`src/rtl/pipe_regs_fd.sv`:
```
// -----------------------------------------------------------------------------
// pipe_regs_fd
//
// Pipeline-state block for a 5-stage MIPS core. It holds:
//   - the fetch PC register,
//   - the IF/ID pipeline register,
//   - the ID/EX pipeline register.
// It applies the stall, flush and redirect requests that come from the hazard
// unit and the Decode-stage branch comparator. Two saturating event counters
// (stall cycles, IF/ID flushes) are kept for performance debug.
//
// Parameters:
//   RESET_PC  PC value loaded on reset
//   CNT_W     width of the stall / flush event counters
//
// Ports:
//   clk, rst_n                  clock, asynchronous active-low reset
//   StallF, StallD              hold PC / hold IF/ID
//   FlushE                      clear ID/EX (bubble insert)
//   PCSrcD, PCBranchD           taken branch in Decode and its target
//   InstrF                      instruction fetched at PCF
//   CtrlD, RD1D, RD2D, SignImmD Decode control word and operands
//   RsD, RtD, RdD               Decode register specifiers
//   PCF                         fetch PC
//   InstrD, PCPlus4D, ValidD    IF/ID contents
//   CtrlE, RD1E, RD2E, SignImmE,
//   RsE, RtE, RdE, ValidE       ID/EX contents
//   StallCnt, FlushCnt          saturating event counters
//
// Every output comes straight from a flop; no input reaches an output
// without passing through a register.
// -----------------------------------------------------------------------------
module pipe_regs_fd #(
   parameter logic [31:0] RESET_PC = 32'h0000_0000,
   parameter int          CNT_W    = 16
) (
   input  logic             clk,
   input  logic             rst_n,
   input  logic             StallF,
   input  logic             StallD,
   input  logic             FlushE,
   input  logic             PCSrcD,
   input  logic [31:0]      PCBranchD,
   input  logic [31:0]      InstrF,
   input  logic [7:0]       CtrlD,
   input  logic [31:0]      RD1D,
   input  logic [31:0]      RD2D,
   input  logic [31:0]      SignImmD,
   input  logic [4:0]       RsD,
   input  logic [4:0]       RtD,
   input  logic [4:0]       RdD,
   output logic [31:0]      PCF,
   output logic [31:0]      InstrD,
   output logic [31:0]      PCPlus4D,
   output logic             ValidD,
   output logic [7:0]       CtrlE,
   output logic [31:0]      RD1E,
   output logic [31:0]      RD2E,
   output logic [31:0]      SignImmE,
   output logic [4:0]       RsE,
   output logic [4:0]       RtE,
   output logic [4:0]       RdE,
   output logic             ValidE,
   output logic [CNT_W-1:0] StallCnt,
   output logic [CNT_W-1:0] FlushCnt
);

   localparam logic [CNT_W-1:0] CNT_MAX = '1;
   localparam logic [CNT_W-1:0] CNT_ONE = {{(CNT_W-1){1'b0}}, 1'b1};

   // Sequential PC; the 32-bit add wraps naturally at 2^32.
   logic [31:0] pc_plus4;
   assign pc_plus4 = PCF + 32'd4;

   // An IF/ID flush only happens when the branch is actually resolved, i.e.
   // when Decode is not stalled (stale operands while stalled).
   logic flush_d;
   assign flush_d = PCSrcD && !StallD;

   // ---------------------------------------------------------------- PC
   // Stall wins over redirect: a stalled branch must not redirect yet.
   always_ff @(posedge clk or negedge rst_n) begin
      if (!rst_n) begin
         PCF <= RESET_PC;
      end else if (!StallF) begin
         PCF <= PCSrcD ? PCBranchD : pc_plus4;
      end
   end

   // ---------------------------------------------------------------- IF/ID
   // A cleared IF/ID (InstrD = 0) decodes as sll $0 = nop.
   always_ff @(posedge clk or negedge rst_n) begin
      if (!rst_n) begin
         InstrD   <= '0;
         PCPlus4D <= '0;
         ValidD   <= 1'b0;
      end else if (!StallD) begin
         if (PCSrcD) begin
            InstrD   <= '0;
            PCPlus4D <= '0;
            ValidD   <= 1'b0;
         end else begin
            InstrD   <= InstrF;
            PCPlus4D <= pc_plus4;
            ValidD   <= 1'b1;
         end
      end
   end

   // ---------------------------------------------------------------- ID/EX
   // No stall input: the hazard unit turns a Decode stall into a bubble here
   // via FlushE. A zero control word performs no register or memory write.
   always_ff @(posedge clk or negedge rst_n) begin
      if (!rst_n) begin
         CtrlE    <= '0;
         RD1E     <= '0;
         RD2E     <= '0;
         SignImmE <= '0;
         RsE      <= '0;
         RtE      <= '0;
         RdE      <= '0;
         ValidE   <= 1'b0;
      end else if (FlushE) begin
         CtrlE    <= '0;
         RD1E     <= '0;
         RD2E     <= '0;
         SignImmE <= '0;
         RsE      <= '0;
         RtE      <= '0;
         RdE      <= '0;
         ValidE   <= 1'b0;
      end else begin
         CtrlE    <= CtrlD;
         RD1E     <= RD1D;
         RD2E     <= RD2D;
         SignImmE <= SignImmD;
         RsE      <= RsD;
         RtE      <= RtD;
         RdE      <= RdD;
         ValidE   <= ValidD;
      end
   end

   // ---------------------------------------------------------------- counters
   // Saturating: once all-ones they stick until reset.
   always_ff @(posedge clk or negedge rst_n) begin
      if (!rst_n) begin
         StallCnt <= '0;
         FlushCnt <= '0;
      end else begin
         if (StallF && (StallCnt != CNT_MAX)) begin
            StallCnt <= StallCnt + CNT_ONE;
         end
         if (flush_d && (FlushCnt != CNT_MAX)) begin
            FlushCnt <= FlushCnt + CNT_ONE;
         end
      end
   end

endmodule
```
`config.mk`:
```
export PLATFORM = sky130hd
export DESIGN_NAME = pipe_regs_fd
export DESIGN_NICKNAME = d
export VERILOG_FILES = /design/src/rtl/pipe_regs_fd.sv
export SDC_FILE = /design/constraint.sdc
export NUM_CORES = 1
export LEC_CHECK = 0
export CORE_AREA = 2 2 172 174
export CTS_CLUSTER_SIZE = 14
export DETAILED_ROUTE_END_ITERATION = 12
export DIE_AREA = 0 0 174 176
export GPL_TIMING_DRIVEN = 0
export PLACE_DENSITY = 0.69
export SYNTH_ARGS = -nofsm -noshare
export SYNTH_HDL_FRONTEND = slang
export SYNTH_SLANG_ARGS = --single-unit
```
`constraint.sdc`:
```
create_clock -name clk -period 2 [get_ports clk]
set_clock_uncertainty 0.05 [all_clocks]
set_input_delay 0.2 -clock clk [delete_from_list [all_inputs] [get_ports clk]]
set_output_delay 0.2 -clock clk [all_outputs]
set_load 0.005 [all_outputs]
```
==> results.ini, run 1 <==
[pwr]
p_seq_share_pct=43.5
vdd_drop_max_mv=0.583
pwr_density_cell_nw_per_um2=860
p_leak_nw=6.81
clkPwrFrac_pct=37.1
power.switching_mw=3.62
p_int_mw=10.2
pwr-share-comb_pct=19.4
switching_share_pct=26.1

[worst_setup_path]
cpLargestDelayFamily=simple AND/OR/NAND/NOR gates
endpoint=FlushCnt[14]$_DFFE_PN0P_
crit_start=FlushCnt[0]$_DFFE_PN0P_
cp-end-kind=register
start_kind=register
reg2reg_depth=6
critPathArrivalTime_ns=2.30
crit_fanout=5
cp_cell_sequence=ha_1 > nand3_1 > nor3_2 > nand2b_1 > nor2_1 > mux2_2
r2r-end=FlushCnt[14]$_DFFE_PN0P_
worst-path-buf-inv=0
critPathMaxStageDelay_ns=0.49
crit_required_ns=2.37
cp_slowest_cell=dfrtp_1
reg2reg_slack_ns=0.06
cp.depth=6
r2r_start=FlushCnt[0]$_DFFE_PN0P_
crit_type=register to register

[min_path]
hold_class=primary input to register

[place]
dp_cells=1710
gp_congestion=0.885
portBuffers=435
hpwl_um=26300

[timing]
fin_crit_ns=1.94
worst-slew-pin-transition_ns=0.696
fin_crit_sh_pct=96.9
finalSetupViolations=0
max_clock_freq_mhz=516
slew_violations=0
final_hold_viol_count=0
slew-limit-headroom_pct=53.6
setup-tns-final_ns=0

[yosys]
synth_edf_count=0
synth_seq_cells=249
ys_types=58
synth_top_family_by_area=simple AND/OR/NAND/NOR gates
netlist_instances=889
async_flop_share_pct=100
synth_fa_ha_area_share_pct=0.373
synth_top_area_cell=dfrtp_1
yosys.area.top_type_share_pct=61.9
syn_area_um2=10100
ys_seq_area_share_pct=61.9
synth_mux_area_share_pct=1.08
syn_nets=1081
synth_flop_cell=dfrtp_1
synthXorXnorAreaFrac_pct=4.18
synth-compound-area-share_pct=10.4
synthTopCellsByArea=dfrtp_1, nor2b_1, nand2_1, xnor2_1, o21ai_0
syn_avg_cell_area_um2=11.3
ys_warn_count=0
yosys.area_share.simple_pct=19.2

[clocking]
cts_root_buffer=clkbuf_16
cts_tree=yes
clkSlewWorstSetupHoldPaths_ns=0.06
insertion_delay_ns=0.54
cts_made_buffers=27
clock-sinks=249
ctsHtreeMaxLevel=1
cts_max_path_buffers=3

[cells_and_area]
stdcell_count=1775
fin_nets=1563
area_delta_synth_final_pct=60.3
layout.cells.most_common=clkdlybuf4s50_1
final_layout_size_suffix_gt1_share_pct=8.71
most-common-layout-cells=clkdlybuf4s50_1, dfrtp_1, nor2b_1

[routing]
first_pass_iters=5
vias=8658
drt_iter0_drc=564
drtAntennaViolNets=0
routed_wl_um=34700
post-route-drc-count=0
vias_per_cell=4.88
routedWlPerCell_um=19.6

[global_route]
grt_max_degree=121
antenna_found_initial=1
grt_pass1_vias=8871
grt_pass1_wl_um=52700
track_usage_pct=22.3
grt_overflow=0

[floorplan]
core_area_um2=28500
start_util_pct=35.2
io_pins=438
die_width_um=174
die_y_um=176
dieArea_um2=30600
row_count=62

[flow_run]
drv_cap=0

[status]
status=complete, no violations

[worst min-delay path by stage]
stage | from | end | slack, ns | cells past startpoint
floorplan | rst_n | CtrlE[0]$_DFF_PN0_ | -0.15 | 0
global placement | InstrD[28]$_DFFE_PN0N_ | InstrD[28]$_DFFE_PN0N_ | 0.42 | 2
detailed placement | rst_n | FlushCnt[13]$_DFFE_PN0P_ | 0.02 | 1
CTS | FlushE | CtrlE[7]$_DFF_PN0_ | 0.02 | 2
global route | rst_n | FlushCnt[15]$_DFFE_PN0P_ | 0.07 | 2
finish | FlushE | CtrlE[7]$_DFF_PN0_ | 0.05 | 2
[power groups by stage]
stage                     Combinational, mW  Clock, mW  Sequential, mW
after floorplan                       0.827          0            6.03
after global placement                 2.60          0            6.07
after detailed placement               2.65          0            6.08
after CTS                              2.69       5.28            6.00
after global routing                   2.92       5.46            6.09
final                                  2.69       5.15            6.02
[final cells by class]
class | instances | area (um2)
Inverter | 8 | 30.0
Clock buffer | 41 | 828
Timing Repair Buffer | 453 | 4540
Sequential cell | 249 | 6250
Antenna cell | 1 | 2.50
Tap cell | 384 | 480
Clock inverter | 7 | 88.8
Multi-Input combinational cell | 579 | 3660
Buffer | 53 | 249
Fill cell | 2426 | 12400
[worst reg2reg max path: cells and delay by family (launching register included)]
kind	cells	cell delay, ns
simple gates	4	0.68
flops	1	0.49
mux	1	0.34
fa+ha+maj	1	0.25
[metal layers]
layer  global-route usage (%)  up-vias  part of all wire, %
li1                         -     4018                    -
met1                     26.6     4179                   38
met2                     38.4      406                   50
met3                     7.24       55                  9.7
met4                     6.62        0                  2.7
met5                        0        -                    0
[stage by stage]
| stage | area [um2] | setup WS [ns] | util, % | hold WS (ns) | power [mW] |
|---|---|---|---|---|---|
| 2_1_floorplan | 10100 | 0.172 | - | -0.146 | 6.86 |
| 3_3_place_gp | 14900 | -10.11 | 52.2 | 0.417 | 8.67 |
| 3_5_place_dp | 15000 | -0.471 | 52.4 | 0.0224 | 8.73 |
| 4_1_cts | 15900 | 0.00333 | 55.9 | 0.0162 | 14.0 |
| 5_1_grt | 16100 | -0.0133 | 56.5 | 0.0651 | 14.5 |
| 6_report | 16100 | 0.0617 | 56.5 | 0.0520 | 13.9 |
[sequential cells by signal, indices dropped and copies added, names as in the netlist]
name and cells:
InstrD 32, PCF 32, PCPlus4D 32, RD1E 32, RD2E 32, SignImmE 32
FlushCnt 16, StallCnt 16, CtrlE 8, RdE 5, RsE 5, RtE 5
ValidD 1, ValidE 1
[kinds of logic after synthesis]
kind of cell               Yosys count
buffers and inverters               61
adders and majority gates            3
AOI/OAI and AO/OA                  160
DFF                                249
and+or+nand+nor                    358
xor gates and xnor gates            48
muxes                               10
[Yosys cell counts, drive strengths merged (4+ instances only)]
master / instances
o21ai: 48
dfrtp: 249
a22oi: 10
and3: 15
and4: 13
buf: 13
a22o: 22
a21oi: 25
clkbuf: 40
nand2: 106
o22ai: 8
nand4: 21
xnor2: 31
mux2: 7
nor2b: 123
a31oi: 10
nor3: 10
o31ai: 9
xor2: 17
o22a: 4
nand3: 21
a2bb2oi: 6
inv: 8
nor2: 35
[timing repair]
item | in CTS | in global routing
setup buffers | 2 | 12
setup endpoints to repair | 23 | 40
hold buffers | 2 | 0
pin swaps | 4 | 8
hold endpoints to repair | 257 | 0
gates resized for setup | 14 | 27
(Power assumes the default switching activity.)
==> run 2, diff against run 1 <==
- clock period: 2 -> 2.1 ns (I/O delays scaled with it)
==> run 2 against run 1 <==
Compared with the run above: clock-buffer cell count did not move; combinational power fell by 6%; non-clock buffer count fell by 14; critical path depth did not move; setup slack improved by 0.040 ns; sequential share of layout area rose by 0.33 points; critical path type unchanged; cell count fell by 0.79%.
==> results.ini, run 2 (synthesized netlist as in run 1, its figures left out) <==
[status]
status=complete, no violations

[routing]
drt_iter0_drc=578  ; +2.5%
drtAntennaViolNets=0  ; unchanged
routed_wl_um=34500  ; -0.64%
routedWlPerCell_um=19.6  ; +0.15%
vias_per_cell=4.87  ; -0.11%
vias=8580  ; -0.90%
post-route-drc-count=0  ; unchanged
first_pass_iters=7  ; +2

[floorplan]
die_width_um=174  ; unchanged
dieArea_um2=30600  ; unchanged
die_y_um=176  ; unchanged
start_util_pct=35.2  ; unchanged
io_pins=438  ; unchanged
core_area_um2=28500  ; unchanged
row_count=62  ; unchanged

[worst_setup_path]
crit_required_ns=2.47  ; +0.10 ns
reg2reg_slack_ns=0.10  ; +0.04 ns
critPathMaxStageDelay_ns=0.49  ; about the same
worst-path-buf-inv=2  ; +2
critPathArrivalTime_ns=2.37  ; +0.07 ns
cp-end-kind=register
crit_type=register to register
start_kind=register
cp_slowest_cell=dfrtp_1
crit_fanout=10  ; +5
cp_cell_sequence=inv_1 > nor4_4 > buf_6 > nand4_1 > xnor2_1 > a22o_1
cpLargestDelayFamily=simple AND/OR/NAND/NOR gates

[timing]
slew_violations=0  ; unchanged
setup-tns-final_ns=0  ; unchanged
fin_ws_ns=0.101  ; +0.0395 ns
worst-slew-pin-transition_ns=0.690  ; -0.00578 ns
fin_crit_sh_pct=95.2  ; -1.7 points
final_hold_viol_count=0  ; unchanged
slew-limit-headroom_pct=54.0  ; +0.39 points
fin_crit_ns=2.00  ; +0.0605 ns
finalSetupViolations=0  ; unchanged
max_clock_freq_mhz=500  ; -3.0%

[cells_and_area]
fin_area_um2=16000  ; -0.99%
area_delta_synth_final_pct=58.7
nFillCells=2443  ; +0.70%
stdcell_count=1761  ; -0.79%
final_layout_size_suffix_gt1_share_pct=6.98  ; -1.7 points
most-common-layout-cells=clkdlybuf4s50_1, dfrtp_1, nor2b_1
fin_nets=1549  ; -0.90%
layout.cells.most_common=clkdlybuf4s50_1

[pwr]
pwr-share-comb_pct=19.2  ; -0.2 points
p_leak_nw=6.73  ; -1.1%
p_seq_share_pct=43.6  ; about the same
p_int_mw=9.72  ; -5.1%
vdd_drop_max_mv=0.555  ; -4.8%
power.switching_mw=3.42  ; -5.6%
clkPwrFrac_pct=37.2  ; about the same
switching_share_pct=26.0  ; -0.10 points
pwr_density_cell_nw_per_um2=823  ; -4.3%

[global_route]
grt_pass1_vias=8845  ; -0.29%
track_usage_pct=22.2  ; -0.061 points
grt_overflow=0  ; unchanged
antenna_found_initial=1  ; unchanged
grt_max_degree=121  ; unchanged
grt_pass1_wl_um=52600  ; -0.17%

[place]
pre_cts_slack_ns=-0.381  ; +0.0900 ns
portBuffers=435  ; unchanged
dp_cells=1710  ; unchanged
hpwl_um=26300  ; unchanged
gp_congestion=0.885  ; unchanged
placed_area_um2=15000  ; unchanged

[clocking]
cts_tree=yes
clkSlewWorstSetupHoldPaths_ns=0.06  ; about the same
cts_max_path_buffers=3  ; unchanged
insertion_delay_ns=0.53  ; about the same
cts_made_buffers=27  ; unchanged
cts_root_buffer=clkbuf_16
clock-sinks=249  ; unchanged
ctsHtreeMaxLevel=1  ; unchanged

[min_path]
hold_class=primary input to register

[flow_run]
drv_cap=0  ; unchanged

[run 2: per-layer routing]
layer / GRT usage [%] / vias up / part of all wire [%]
met3: 7.19 / 53 / 9.5
met5: 0 / - / 0
li1: - / 3994 / -
met1: 26.6 / 4145 / 38
met4: 6.69 / 0 / 2.7
met2: 38.2 / 388 / 50
[run 2: cell type report]
class / count / area, um2 / area share [%]
Sequential cell: 249 / 6240 / 39.1
Buffer: 53 / 248 / 1.55
Clock buffer: 41 / 828 / 5.19
Antenna cell: 1 / 2.50 / 0.0157
Clock inverter: 7 / 88.8 / 0.556
Multi-Input combinational cell: 579 / 3620 / 22.7
Tap cell: 384 / 480 / 3.01
Inverter: 8 / 30.0 / 0.188
Timing Repair Buffer: 439 / 4430 / 27.8
[run 2: path summary, 6_finish.rpt]
kind                                             to                    from  cells past startpoint
max in group asynchronous        RD1E[21]$_DFF_PN0_                   rst_n                      3
hold / removal                     RtE[0]$_DFF_PN0_                  FlushE                      2
setup / recovery           PCPlus4D[31]$_DFFE_PN0N_     PCF[12]$_DFFE_PN0N_                      6
min in group asynchronous  FlushCnt[15]$_DFFE_PN0P_                   rst_n                      2
setup reg to reg           PCPlus4D[31]$_DFFE_PN0N_     PCF[12]$_DFFE_PN0N_                      6
hold reg to reg              InstrD[25]$_DFFE_PN0N_  InstrD[25]$_DFFE_PN0N_                      2
[run 2: timing repair]
action / in CTS / in global routing
pin swaps: 0 / 2
hold buffers: 1 / 0
hold endpoints to repair: 249 / 0
buffers inserted: 0 / 1
gates resized for setup: 3 / 20
endpoints found under the setup margin: 16 / 22
[run 2: power by group through the flow]
| stage | combinational (mW) | sequential, mW | clock [mW] |
|---|---|---|---|
| after floorplan | 0.788 | 5.74 | 0 |
| after global placement | 2.48 | 5.78 | 0 |
| after detailed placement | 2.52 | 5.79 | 0 |
| after CTS | 2.55 | 5.71 | 5.03 |
| after global routing | 2.73 | 5.80 | 5.20 |
| final | 2.52 | 5.73 | 4.89 |
[run 2: metrics by stage]
stage          hold WS, ns  power (mW)  utilization, %
6_report            0.0305        13.1            55.9
5_1_grt             0.0327        13.7            55.9
4_1_cts            0.00158        13.3            55.7
3_5_place_dp        0.0324        8.32            52.4
3_3_place_gp         0.417        8.26            52.2
2_1_floorplan       -0.136        6.53               -
==> run 3, diff against run 2 <==
- CAP_MARGIN: not set -> 15
- SLEW_MARGIN: not set -> 20
- TNS_END_PERCENT: not set -> 50
==> run 3 against run 2 <==
Compared with the run above: non-clock buffer count stayed put; sequential power hardly changed; critical path depth unchanged; register-to-register slack about the same; fmax down 0.55%; sequential cell count stayed put; die area stayed put; combinational power barely moved; clock power grew 1%; core utilization hardly changed; clock-buffer cell count is 2 lower; global-route usage about the same; critical endpoint unchanged; largest power group unchanged.
==> results.ini, run 3 (synthesized netlist as in run 1, its figures left out) <==
[status]
status=complete, no violations

[timing]
fin_crit_ns=2.01  ; +0.0110 ns
slew-limit-headroom_pct=55.0  ; +1.0 points
fin_crit_sh_pct=95.7  ; +0.53 points
worst-slew-pin-transition_ns=0.674  ; -0.0154 ns
max_clock_freq_mhz=498  ; -0.55%
finalSetupViolations=0  ; unchanged
whs_ns=0.0265  ; -0.00398 ns
final_hold_viol_count=0  ; unchanged
fin_ws_ns=0.0902  ; -0.0110 ns
slew_violations=0  ; unchanged
rsz0062_at_grt=false

[floorplan]
core_area_um2=28500  ; unchanged
row_count=62  ; unchanged
io_pins=438  ; unchanged
start_util_pct=35.2  ; unchanged
die_width_um=174  ; unchanged
die_y_um=176  ; unchanged
dieArea_um2=30600  ; unchanged

[worst_setup_path]
critPathArrivalTime_ns=2.38  ; about the same
cp-end-kind=register
reg2reg_slack_ns=0.09  ; about the same
crit_type=register to register
crit_fanout=10  ; unchanged
start_kind=register
crit_required_ns=2.47  ; about the same

[place]
pre_cts_slack_ns=-0.377  ; +0.00472 ns
portBuffers=435  ; unchanged
gp_congestion=0.885  ; unchanged
hpwl_um=26400  ; +0.26%

[clocking]
cts_root_buffer=clkbuf_16
insertion_delay_ns=0.53  ; about the same
cts_max_path_buffers=3  ; unchanged
cts_made_buffers=28  ; +3.7%
clkSlewWorstSetupHoldPaths_ns=0.06  ; about the same
clock-sinks=249  ; unchanged
ctsHtreeMaxLevel=1  ; unchanged
cts_tree=yes

[global_route]
grt_pass1_wl_um=52400  ; -0.43%
track_usage_pct=22.2  ; about the same
grt_max_degree=91  ; -25%
antenna_found_initial=1  ; unchanged
grt_overflow=0  ; unchanged
grt_pass1_vias=8757  ; -0.99%

[pwr]
clkPwrFrac_pct=37.5  ; +0.3 points
p_leak_nw=6.72  ; -0.16%
pwr_density_cell_nw_per_um2=825  ; +0.25%
vdd_drop_max_mv=0.518  ; -6.6%
p_int_mw=9.76  ; +0.40%
p_seq_share_pct=43.5  ; about the same
switching_share_pct=25.9  ; -0.082 points
pwr-share-comb_pct=19.1  ; about the same
power.switching_mw=3.42  ; about the same

[cells_and_area]
most-common-layout-cells=clkdlybuf4s50_1, dfrtp_1, nor2b_1
seq_area_um2=6240  ; about the same
area_delta_synth_final_pct=58.8  ; about the same
nFillCells=2473  ; +1.2%
final_core_util_pct=56.0  ; about the same
layout.cells.most_common=clkdlybuf4s50_1
final_layout_size_suffix_gt1_share_pct=6.98  ; unchanged
fin_nets=1550  ; +0.065%
multiInputGateArea_um2=3610  ; -0.31%

[min_path]
hold_class=primary input to register

[routing]
drt_iter0_drc=534  ; -7.6%
vias_per_cell=4.92  ; +1.0%
routedWlPerCell_um=19.7  ; +0.36%
post-route-drc-count=0  ; unchanged
vias=8667  ; +1.0%
routed_wl_um=34600  ; +0.36%
drtAntennaViolNets=0  ; unchanged
first_pass_iters=5  ; -2

[flow_run]
drv_cap=0  ; unchanged

[run 3: changes by cell type in the layout (fill, tap and decap cells not counted), sizes merged]
cell,delta
clkinv,+2
inv,-1
clkinvlp,+1
clkbuf,-2
[run 3: per-stage QoR]
stage / cells / setup TNS [ns] / power, mW / cell area (um2)
2_1_floorplan: 889 / 0 / 6.53 / 10100
3_3_place_gp: 1708 / -2500.28 / 8.26 / 14900
3_5_place_dp: 1710 / -11.36 / 8.32 / 15000
4_1_cts: 1760 / 0 / 13.3 / 15900
5_1_grt: 1761 / 0 / 13.8 / 16000
6_report: 1761 / 0 / 13.2 / 16000
[run 3: critical path: stages, from the launching register on]
cell     delay (ns)
dfrtp_1        0.45
nand4_2        0.18
nor4_4         0.39
buf_6          0.21
nand4_1        0.22
xnor2_1        0.20
a22o_1         0.20
[run 3: worst paths after layout]
kind,start,to,cells after the start
hold / removal,FlushE,RdE[2]$_DFF_PN0_,2
max in group asynchronous,rst_n,SignImmE[5]$_DFF_PN0_,3
setup / recovery,PCF[8]$_DFFE_PN0N_,PCPlus4D[31]$_DFFE_PN0N_,6
min in group asynchronous,rst_n,PCPlus4D[8]$_DFFE_PN0N_,2
setup reg to reg,PCF[8]$_DFFE_PN0N_,PCPlus4D[31]$_DFFE_PN0N_,6
hold reg to reg,InstrD[2]$_DFFE_PN0N_,InstrD[2]$_DFFE_PN0N_,2
[run 3: what timing repair did]
action                                  in CTS  in global routing
hold buffers                                 1                  0
buffers inserted                             1                  0
gates resized for setup                      4                 16
endpoints found under the setup margin      16                 15
endpoints found under the hold margin       72                  0
pin swaps                                    1                  1
[run 3: area by class of cell]
type | instances | area share [%]
sequential | 249 | 39.1
timing repair buffer | 439 | 27.7
multi-input combinational | 579 | 22.6
clock buffer | 39 | 5.22
tap | 384 | 3.01
buffer | 53 | 1.54
clock inverter | 9 | 0.634
inverter | 8 | 0.188
antenna | 1 | 0.0157
[run 3: metal layers]
layer	GRT usage [%]	wire length, um
met2	38.4	17100
met5	0	0
met1	26.7	13400
met4	6.48	972
met3	6.89	3150
[run 3: power groups by stage]
stage | combinational, mW | sequential, mW | clock, mW
final | 2.51 | 5.73 | 4.94
after global routing | 2.72 | 5.80 | 5.25
after CTS | 2.54 | 5.71 | 5.06
after detailed placement | 2.52 | 5.80 | 0
after global placement | 2.48 | 5.78 | 0
after floorplan | 0.788 | 5.74 | 0
